**src/rtl/mem_port_arbiter.sv**
```systemverilog
// Round-robin arbiter/sequencer sharing one 64-bit data-memory port
// between four requesters. One transaction in flight at a time, with a
// wait-cycle timeout; read data and a done pulse return to the owner.
module mem_port_arbiter #(
  parameter int MAX_WAIT = 16,
  parameter int CNT_W    = 5
) (
  input  logic            clk,
  input  logic            reset,
  input  logic [3:0]      req,
  input  logic [3:0]      we_in,
  input  logic [3:0][63:0] addr_in,
  input  logic [3:0][63:0] wdata_in,
  output logic [3:0]      gnt,
  output logic [1:0]      sel,
  output logic [3:0]      done,
  output logic            err,
  output logic [63:0]     rdata,
  output logic            mem_valid,
  output logic            mem_we,
  output logic [63:0]     mem_addr,
  output logic [63:0]     mem_wdata,
  input  logic [63:0]     mem_rdata,
  input  logic            mem_ready
);

  typedef enum logic {IDLE = 1'b0, BUSY = 1'b1} state_t;

  state_t           state_reg, state_next;
  logic [1:0]       owner_reg, owner_next;
  logic [1:0]       ptr_reg, ptr_next;
  logic [CNT_W-1:0] cnt_reg, cnt_next;
  logic [3:0]       done_reg, done_next;
  logic             err_reg, err_next;
  logic [63:0]      rdata_reg, rdata_next;

  logic [3:0]       eligible;
  logic [3:0]       rot_elig;
  logic             any_elig;
  logic [1:0]       win_ofs;
  logic [1:0]       winner;

  // A requester whose done is pulsing may still hold req; mask it so it
  // is not immediately re-granted.
  assign eligible = req & ~done_reg;
  assign any_elig = |eligible;

  // Rotate the eligible vector so bit 0 is the requester at ptr.
  genvar gi;
  generate
    for (gi = 0; gi < 4; gi++) begin : g_rot
      logic [1:0] idx;
      assign idx          = ptr_reg + 2'(gi);
      assign rot_elig[gi] = eligible[idx];
    end
  endgenerate

  // Pick the first eligible requester starting from ptr.
  always_comb begin
    win_ofs = 2'd3;
    if (rot_elig[0])      win_ofs = 2'd0;
    else if (rot_elig[1]) win_ofs = 2'd1;
    else if (rot_elig[2]) win_ofs = 2'd2;
    winner = ptr_reg + win_ofs;
  end

  // Next-state logic: arbitrate in IDLE, wait for handshake or timeout in BUSY.
  always_comb begin
    state_next = state_reg;
    owner_next = owner_reg;
    ptr_next   = ptr_reg;
    cnt_next   = cnt_reg;
    done_next  = 4'b0000;
    err_next   = 1'b0;
    rdata_next = rdata_reg;
    case (state_reg)
      IDLE: begin
        if (any_elig) begin
          state_next = BUSY;
          owner_next = winner;
          cnt_next   = '0;
        end
      end
      BUSY: begin
        if (mem_ready) begin
          rdata_next           = mem_rdata;
          done_next[owner_reg] = 1'b1;
          ptr_next             = owner_reg + 2'd1;
          state_next           = IDLE;
        end else if (cnt_reg == CNT_W'(MAX_WAIT - 1)) begin
          done_next[owner_reg] = 1'b1;
          err_next             = 1'b1;
          ptr_next             = owner_reg + 2'd1;
          state_next           = IDLE;
        end else begin
          cnt_next = cnt_reg + CNT_W'(1);
        end
      end
      default: state_next = IDLE;
    endcase
  end

  // State and output registers; reset clears everything asynchronously.
  always_ff @(posedge clk or negedge reset) begin
    if (!reset) begin
      state_reg <= IDLE;
      owner_reg <= 2'd0;
      ptr_reg   <= 2'd0;
      cnt_reg   <= '0;
      done_reg  <= 4'b0000;
      err_reg   <= 1'b0;
      rdata_reg <= 64'd0;
    end else begin
      state_reg <= state_next;
      owner_reg <= owner_next;
      ptr_reg   <= ptr_next;
      cnt_reg   <= cnt_next;
      done_reg  <= done_next;
      err_reg   <= err_next;
      rdata_reg <= rdata_next;
    end
  end

  // One-hot grant decoded from the registered owner while busy.
  generate
    for (gi = 0; gi < 4; gi++) begin : g_gnt
      assign gnt[gi] = (state_reg == BUSY) && (owner_reg == 2'(gi));
    end
  endgenerate

  assign mem_valid = (state_reg == BUSY);
  assign sel       = owner_reg;
  assign mem_we    = mem_valid & we_in[owner_reg];
  assign mem_addr  = addr_in[owner_reg];
  assign mem_wdata = wdata_in[owner_reg];
  assign done      = done_reg;
  assign err       = err_reg;
  assign rdata     = rdata_reg;

endmodule

```
**config.mk**
```make
export PLATFORM = sky130hd
export DESIGN_NAME = mem_port_arbiter
export DESIGN_NICKNAME = d
export VERILOG_FILES = /design/src/rtl/mem_port_arbiter.sv
export SDC_FILE = /design/constraint.sdc
export NUM_CORES = 1
export LEC_CHECK = 0
export ABC_AREA = 1
export ABC_CLOCK_PERIOD_IN_PS = 1470
export CORE_AREA = 3 3 311 313
export CTS_BUF_LIST = sky130_fd_sc_hd__clkbuf_4
export DETAILED_ROUTE_END_ITERATION = 16
export DIE_AREA = 0 0 314 316
export GPL_ROUTABILITY_DRIVEN = 0
export GPL_TIMING_DRIVEN = 1
export PLACE_DENSITY_LB_ADDON = 0.25
export SYNTH_ARGS = -nofsm -noshare
export SYNTH_HDL_FRONTEND = slang
export SYNTH_SLANG_ARGS = --single-unit
```
**constraint.sdc**
```tcl
create_clock -name clk -period 1.47 [get_ports clk]
set_input_delay 0.294 -clock clk [delete_from_list [all_inputs] [get_ports clk]]
set_output_delay 0.294 -clock clk [all_outputs]
set_load 0.02 [all_outputs]
```
==> results of run 1 <==
## worst max-delay path: cells and delay by family (launching register included)
family,cells,cell delay [ns]
buffers and inverters,5,0.84
DFF,1,0.50
AOI/OAI and AO/OA,2,0.27
## layer usage
metal,share of wire [%],global-route usage (%)
met1,39,14.49
met2,51,23.70
met3,8.0,4.149
met4,2.0,2.386
met5,0.074,0
## cells in the final DEF (no fill, tap or decap), types with 3 or more instances in the layout
cell type        count
o22ai_4             16
nor2_1             174
mux2_1               4
o21ai_1             91
dfrtp_1             74
o21ai_4             33
nor2_2              66
o21ai_0             42
nor2_4              31
inv_1               13
ha_4                 5
nand3_1             10
clkbuf_4            11
clkdlybuf4s50_1    585
buf_6              128
o22ai_2            114
inv_2                9
nand2_1             19
nand2_2              3
clkbuf_2            37
buf_8               24
clkdlybuf4s15_2      3
buf_2                7
diode_2              4
buf_16              16
clkbuf_16           22
dfrtp_2              3
dlymetal6s2s_1      25
buf_12              72
mux2_2              59
o21ai_2             98
buf_4               99
## where the power goes
| part | internal (uW) | leakage [uW] | switching [uW] | total [uW] |
|---|---|---|---|---|
| Clock | 722 | 0.0000889 | 881 | 1600 |
| Combinational | 20800 | 0.00751 | 21400 | 42300 |
| Sequential | 3210 | 0.000934 | 691 | 3900 |
## synthesized netlist by cell type (7+ instances only)
| cell | instances | area [um2] |
|---|---|---|
| nand3_1 | 10 | 50.05 |
| nand2_1 | 24 | 90.09 |
| buf_6 | 16 | 180.2 |
| ha_1 | 7 | 87.58 |
| o21ai_1 | 18 | 90.09 |
| buf_4 | 13 | 97.59 |
| clkbuf_1 | 44 | 165.2 |
| o22ai_1 | 130 | 813.3 |
| inv_1 | 23 | 86.33 |
| mux2_2 | 59 | 664.4 |
| nor2_1 | 270 | 1013 |
| o21ai_0 | 246 | 1231 |
| buf_2 | 18 | 90.09 |
| dfrtp_1 | 79 | 1977 |
## cell families (layout without fill, tap and decap cells)
family,count (synthesis),count (layout)
compound gates,402,402
xor+xnor,1,1
fa+ha+maj,7,7
buf+inv,117,1061
flops,79,79
mux,64,64
other cells,0,4
simple gates,307,308
## stage by stage
stage                     instances  util [%]  hold WS [ns]  setup TNS [ns]
after floorplan                 977         -     -0.001591          -25.90
after global placement         3050     19.05        0.2643         -101.51
after detailed placement       3050     19.05        0.2693         -103.16
after CTS                      3095     19.98        0.2463         -155.07
after global routing           3188     22.92        0.2577         -133.24
final                          3191     22.93        0.2715         -114.94
## layout make-up
type	instances	area share (%)
antenna	4	0.04615
timing repair buffer	1020	52.64
tap	1265	7.298
multi-input combinational	782	29.45
inverter	25	0.6231
sequential	79	9.167
clock inverter	6	0.4269
clock buffer	10	0.3461
## repair_timing
item	in CTS	in global routing
cloned	10	31
hold buffers	1	0
pin swaps	17	78
setup endpoints to repair	281	282
hold endpoints to repair	25	0
gates resized for setup	560	795
setup buffers	18	64
## how the worst min path moves through the flow
| stage | from | cells after the start | slack [ns] | end |
|---|---|---|---|---|
| 2_1_floorplan | reset | 0 | -0.002 | cnt_reg[0] |
| 3_3_place_gp | reset | 1 | 0.26 | rdata[62] |
| 3_5_place_dp | reset | 1 | 0.27 | rdata[24] |
| 4_1_cts | reset | 2 | 0.25 | done[2] |
| 5_1_grt | reset | 2 | 0.26 | done[1] |
| 6_report | reset | 2 | 0.27 | rdata[21] |
==> metrics.md, run 1 <==
| Metric | Value |
|---|---|
| Slowest stage cell, crit path | `dfrtp_4` |
| Multi-input gate area | `6387 um2` |
| Setup crit end | `mem_addr[35]` |
| Initial antenna violation count | `22` |
| Post-synth ARST share | `100.0%` |
| RSZ-0062 raised after global routing | `yes` |
| Ports | `792` |
| First-pass DRT Iterations | `5` |
| Distinct cells, synth | `27` |
| Reg2reg setup slack | `-0.16 ns` |
| Setup ws final | `-0.9554 ns` |
| FF+latch count, synth | `79` |
| Die height | `316 um` |
| Startpoint types | `flop` |
| Compound-Gate Fraction of Synth Area | `32.15%` |
| Crit-path max FO | `9` |
| Failing checks | `negative setup slack` |
| Final min period | `2.425 ns` |
| Final ANT Viol Nets | `0` |
| Clk buf depth | `2` |
| Post-route cell area | `21690 um2` |
| Post-synthesis cell count | `977` |
| Max-slew violations | `0` |
| Row Count | `113` |
| Post-synth EDFFs | `0` |
| Drt total wl | `75.57 mm` |
| Crit end category | `output pin` |
| GR Util All Layers | `12.86%` |
| GRT Residual Overflow | `0` |
| Adder-Cell Fraction of Synth Area | `1.289%` |
| Main combinational cell family by area after synthesis | `compound AO/OA/AOI/OAI gates` |
| R2R Path End | `done[1]` |
| Synth Net Count | `1571` |
| CTS Root Cell | `clkbuf_4` |
| H-tree Lvls | `3` |
| Setup violators final | `185` |
| P&R area growth vs syn | `219.2%` |
| Total Nets Final | `2511` |
| Xor-xnor portion of the synthesized cell area | `0.1289%` |
| Status | `finished with violations` |
| Hold Path Class | `in2async` |
| Data arrival time of the worst path | `2.13 ns` |
| Crit Path Class | `reg2out` |
| Slowest stage delay, CP | `0.50 ns` |
| TritonCTS clock tree | `yes` |
| Critical Path RT | `1.18 ns` |
| CTS Sinks | `79` |
| Hold Vio Cnt, Final | `0` |
| Starting Density | `7.184%` |
| Max reg flops | `64` |
| DP Wirelength | `57.14 mm` |
| Reg2Reg Depth | `9` |
| Max_cap viols | `0` |
| Register Area | `1988 um2` |
| Peak Freq | `412.3 MHz` |
| Syn avg cell area | `6.955 um2` |
| Drt drc | `0` |
| Synthesis warning total | `0` |
| Worst VDD drop | `0.9711 mV` |
| Final period util | `165.0%` |
| Post-Synth Simple-Gate Area | `17.38%` |
| PD cells | `2202 nW/um2` |
| Layout cell share with drive strength beyond 1 | `45.63%` |
| CP Launch Point | `sel[0]` |
| Mapped cell area | `6795 um2` |
| WL per Instance | `23.68 um` |
| Vias/cell | `3.715` |
| Filler cell count | `10220` |
| Placed Instance Area | `18020 um2` |
| Clock-pin slew on the worst setup and hold paths | `0.15 ns` |
| Seq/Total Area, Yosys | `29.09%` |
| Total CTS buffers | `9` |
| Vias | `11850` |
| Crit Reg-Reg Startpoint | `sel[1]` |
| First-pass GRT wire length | `90.30 mm` |
| DR iter-0 viols | `592` |
| DIE AREA | `99220 um2` |
| Number of global-route vias before repair | `11830` |
| Die Wd | `314 um` |
| Largest net degree at the start of global routing | `42` |
| Buffers on Ports | `791` |
| Total Power | `47760 uW` |
| Critical-path cell list | `buf_12 > buf_16 > buf_6 > clkbuf_16 > o21ai_2 > o22ai_2 > buf_4` |
| Post-synth top flop | `dfrtp_1` |
| Slew HR | `64.35%` |
| Layout Skew | `0.01483 ns` |
| Worst slack, placed | `-0.8195 ns` |
| Core area | `94590 um2` |
| Multiplexer share of the synthesized area | `10.61%` |
| Transition time of the tightest slew-check pin | `0.5330 ns` |
| Pleak | `0.008537 uW` |
| Clk_lat worst skew | `0.49 ns` |
Note: power is estimated with default switching activity, not from simulation.
==> run 2: changes to the inputs <==
--- a/config.mk
+++ b/config.mk
@@ -17,3 +17,4 @@
 export SYNTH_ARGS = -nofsm -noshare
 export SYNTH_HDL_FRONTEND = slang
 export SYNTH_SLANG_ARGS = --single-unit
+export TNS_END_PERCENT = 10
==> run 2 against run 1 <==
Against the previous run:
- the run still ends with negative setup slack left
- core utilization fell by 2.6 points
- wire length fell by 23%
- global-route usage fell by 2.2 points
- clock power fell by 23%
- final area fell by 11%
- total power fell by 19%
- clock-buffer cell count fell by 1
- die area did not move
- register-to-register slack got worse by 0.10 ns
- worst hold slack improved by 0.039 ns
- worst setup slack improved by 0.024 ns
==> metrics.md, run 2 (synthesis gave the netlist of run 1 again) <==
| Metric | Value |
|---|---|
| Status | `finished with violations` |
| Failing checks | `negative setup slack` |
| GR Util All Layers | `10.67% (-2.2 points)` |
| Ports | `792 (unchanged)` |
| H-tree Lvls | `3 (unchanged)` |
| DIE AREA | `99220 um2 (unchanged)` |
| Layout cell share with drive strength beyond 1 | `30.05% (-16 points)` |
| RSZ-0062 raised after global routing | `yes` |
| Core area | `94590 um2 (unchanged)` |
| Critical Path RT | `1.18 ns (about the same)` |
| Switching power | `18620 uW (-19%)` |
| DP Wirelength | `46.50 mm (-19%)` |
| Data arrival time of the worst path | `2.11 ns (-0.02 ns)` |
| Peak Freq | `416.3 MHz (+0.98%)` |
| Max_cap viols | `0 (unchanged)` |
| CTS Sinks | `79 (unchanged)` |
| Crit Reg-Reg Startpoint | `sel[0]` |
| Total Power | `38810 uW (-19%)` |
| Initial antenna violation count | `8 (-64%)` |
| Reg2reg setup slack | `-0.26 ns (-0.10 ns)` |
| Drt drc | `0 (unchanged)` |
| Sequential Power Share | `9.9% (+1.7 points)` |
| Sw Ratio | `47.98% (-0.15 points)` |
| Startpoint types | `flop` |
| Final min period | `2.402 ns (-0.02356 ns)` |
| First-pass GRT wire length | `78.24 mm (-13%)` |
| Final setup TNS | `-109.32 ns (+5.628 ns)` |
| Clk_lat worst skew | `0.47 ns (-0.02 ns)` |
| Setup ws final | `-0.9319 ns (+0.02356 ns)` |
| DR iter-0 viols | `510 (-14%)` |
| Die height | `316 um (unchanged)` |
| WL per Instance | `18.50 um (-22%)` |
| Total CTS buffers | `9 (unchanged)` |
| Crit end category | `output pin` |
| Most common cell after layout, fill and taps aside | `clkdlybuf4s50_1` |
| Max reg flops | `64 (unchanged)` |
| First-pass DRT Iterations | `5 (unchanged)` |
| Worst hold margin | `0.3109 ns (+0.03941 ns)` |
| Starting Density | `7.184% (unchanged)` |
| Transition time of the tightest slew-check pin | `0.4466 ns (-0.08638 ns)` |
| TritonCTS clock tree | `yes` |
| Slew HR | `70.22% (+5.9 points)` |
| Hold Path Class | `in2async` |
| Logic pwr share | `86.9% (-1.6 points)` |
| Row Count | `113 (unchanged)` |
| Worst slack, placed | `-1.000 ns (-0.1806 ns)` |
| Total Nets Final | `2459 (-2.1%)` |
| Crit Path Class | `reg2out` |
| Hold Vio Cnt, Final | `0 (unchanged)` |
| Final period util | `163.4% (-1.6 points)` |
| Final ANT Viol Nets | `0 (unchanged)` |
| Worst VDD drop | `0.9134 mV (-5.9%)` |
| Critical-path cell list | `buf_4 > buf_12 > buf_16 > buf_8 > o21ai_2 > o22ai_2 > buf_6` |
| GRT Residual Overflow | `0 (unchanged)` |
| Reg2Reg Depth | `8 (-1)` |
| Slowest stage delay, CP | `0.59 ns (+0.09 ns)` |
| R2R Path End | `done[3]` |
| Slowest stage cell, crit path | `dfrtp_4` |
| CTS Root Cell | `clkbuf_4` |
| Die Wd | `314 um (unchanged)` |
| Layout Skew | `0.02541 ns (+0.01058 ns)` |
| Power Internal | `20190 uW (-18%)` |
| Vias | `11090 (-6.5%)` |
| PD cells | `2020 nW/um2 (-8.3%)` |
| Clock Power Share | `3.2% (-0.2 points)` |
| Setup violators final | `147 (-21%)` |
| Max-slew violations | `0 (unchanged)` |
| Largest net degree at the start of global routing | `61 (+45%)` |
| Clock-pin slew on the worst setup and hold paths | `0.14 ns (about the same)` |
| Core Util, Final | `20.31% (-2.6 points)` |
| Filler cell count | `10430 (+2.1%)` |
| Vias/cell | `3.533 (-4.9%)` |
| Pleak | `0.007887 uW (-7.6%)` |
| Buffers on Ports | `791 (unchanged)` |
| Most frequent cells in the layout | `585 x clkdlybuf4s50_1, 242 x nor2_1, 145 x buf_4` |
| Number of global-route vias before repair | `11480 (-3.0%)` |
| Clk buf depth | `2 (unchanged)` |
| P&R area growth vs syn | `182.7%` |
| Drt total wl | `58.05 mm (-23%)` |
| Crit-path max FO | `12 (+3)` |
==> run 2: cell types whose count changed in the layout (fill, tap and decap cells not counted), sizes merged, moves of 2 or more <==
cell           delta
clkbuf           -47
buf              -36
dlymetal6s2s     +32
clkdlybuf4s15     -3
bufbuf            +2
bufinv            -2
inv               +2
==> run 2: per-layer routing <==
layer  global-route usage, %  share of wire (%)
met1                   12.23                 39
met5                       0              0.053
met4                   1.353               0.92
met3                   2.917                7.8
met2                   20.10                 52
==> run 2: power by group through the flow <==
stage	clock network [uW]	logic [uW]	registers (uW)
global route	1390	35900	4000
CTS	1310	32800	3880
floorplan	0	12500	4980
detailed placement	0	29700	3890
finish	1240	33700	3860
global placement	0	29700	3870
==> run 2: final cells by class <==
cell class	instances	area (um2)	area share, %
timing repair buffer	969	10390	54.09
multi-input combinational	781	5011	26.08
sequential	79	1986	10.34
tap	1265	1583	8.238
inverter	25	111.4	0.5796
clock buffer	9	67.56	0.3517
clock inverter	7	55.05	0.2866
antenna	3	7.507	0.03908
==> run 2: timing repair <==
action	4_1_cts	5_1_grt
resized for setup	734	253
hold endpoints to repair	25	0
gates cloned	11	4
buffers inserted	18	14
hold buffers	1	0
endpoints found under the setup margin	219	219
pin swaps	49	38
==> run 2: metrics by stage <==
stage	std cells	instance area [um2]
finish	3138	19210
global route	3136	19210
CTS	3119	18480
detailed placement	3073	17540
global placement	3073	17540
floorplan	977	7146
==> run 2: worst max path at each step <==
stage	start	endpoint	slack, ns	depth (start not counted)
2_1_floorplan	sel[0]	mem_addr[0]	-0.31	7
3_3_place_gp	sel[0]	mem_addr[2]	-1.01	6
3_5_place_dp	sel[0]	mem_addr[2]	-1.00	6
4_1_cts	sel[0]	mem_wdata[2]	-1.07	8
5_1_grt	sel[0]	mem_wdata[32]	-1.05	7
6_report	sel[0]	mem_wdata[15]	-0.93	7
==> run 2: critical path: cells and delay by family (launching register included) <==
| family | cells | cell delay, ns |
|---|---|---|
| compound gates | 2 | 0.25 |
| flops | 1 | 0.59 |
| buf+inv | 5 | 0.78 |
==> run 3: changes to the inputs <==
--- a/config.mk
+++ b/config.mk
@@ -14,6 +14,7 @@
 export GPL_ROUTABILITY_DRIVEN = 0
 export GPL_TIMING_DRIVEN = 1
 export PLACE_DENSITY_LB_ADDON = 0.25
+export SLEW_MARGIN = 5
 export SYNTH_ARGS = -nofsm -noshare
 export SYNTH_HDL_FRONTEND = slang
 export SYNTH_SLANG_ARGS = --single-unit
==> results of run 3 <==
The final DEF is identical to that of run 2; final timing and power are the same.
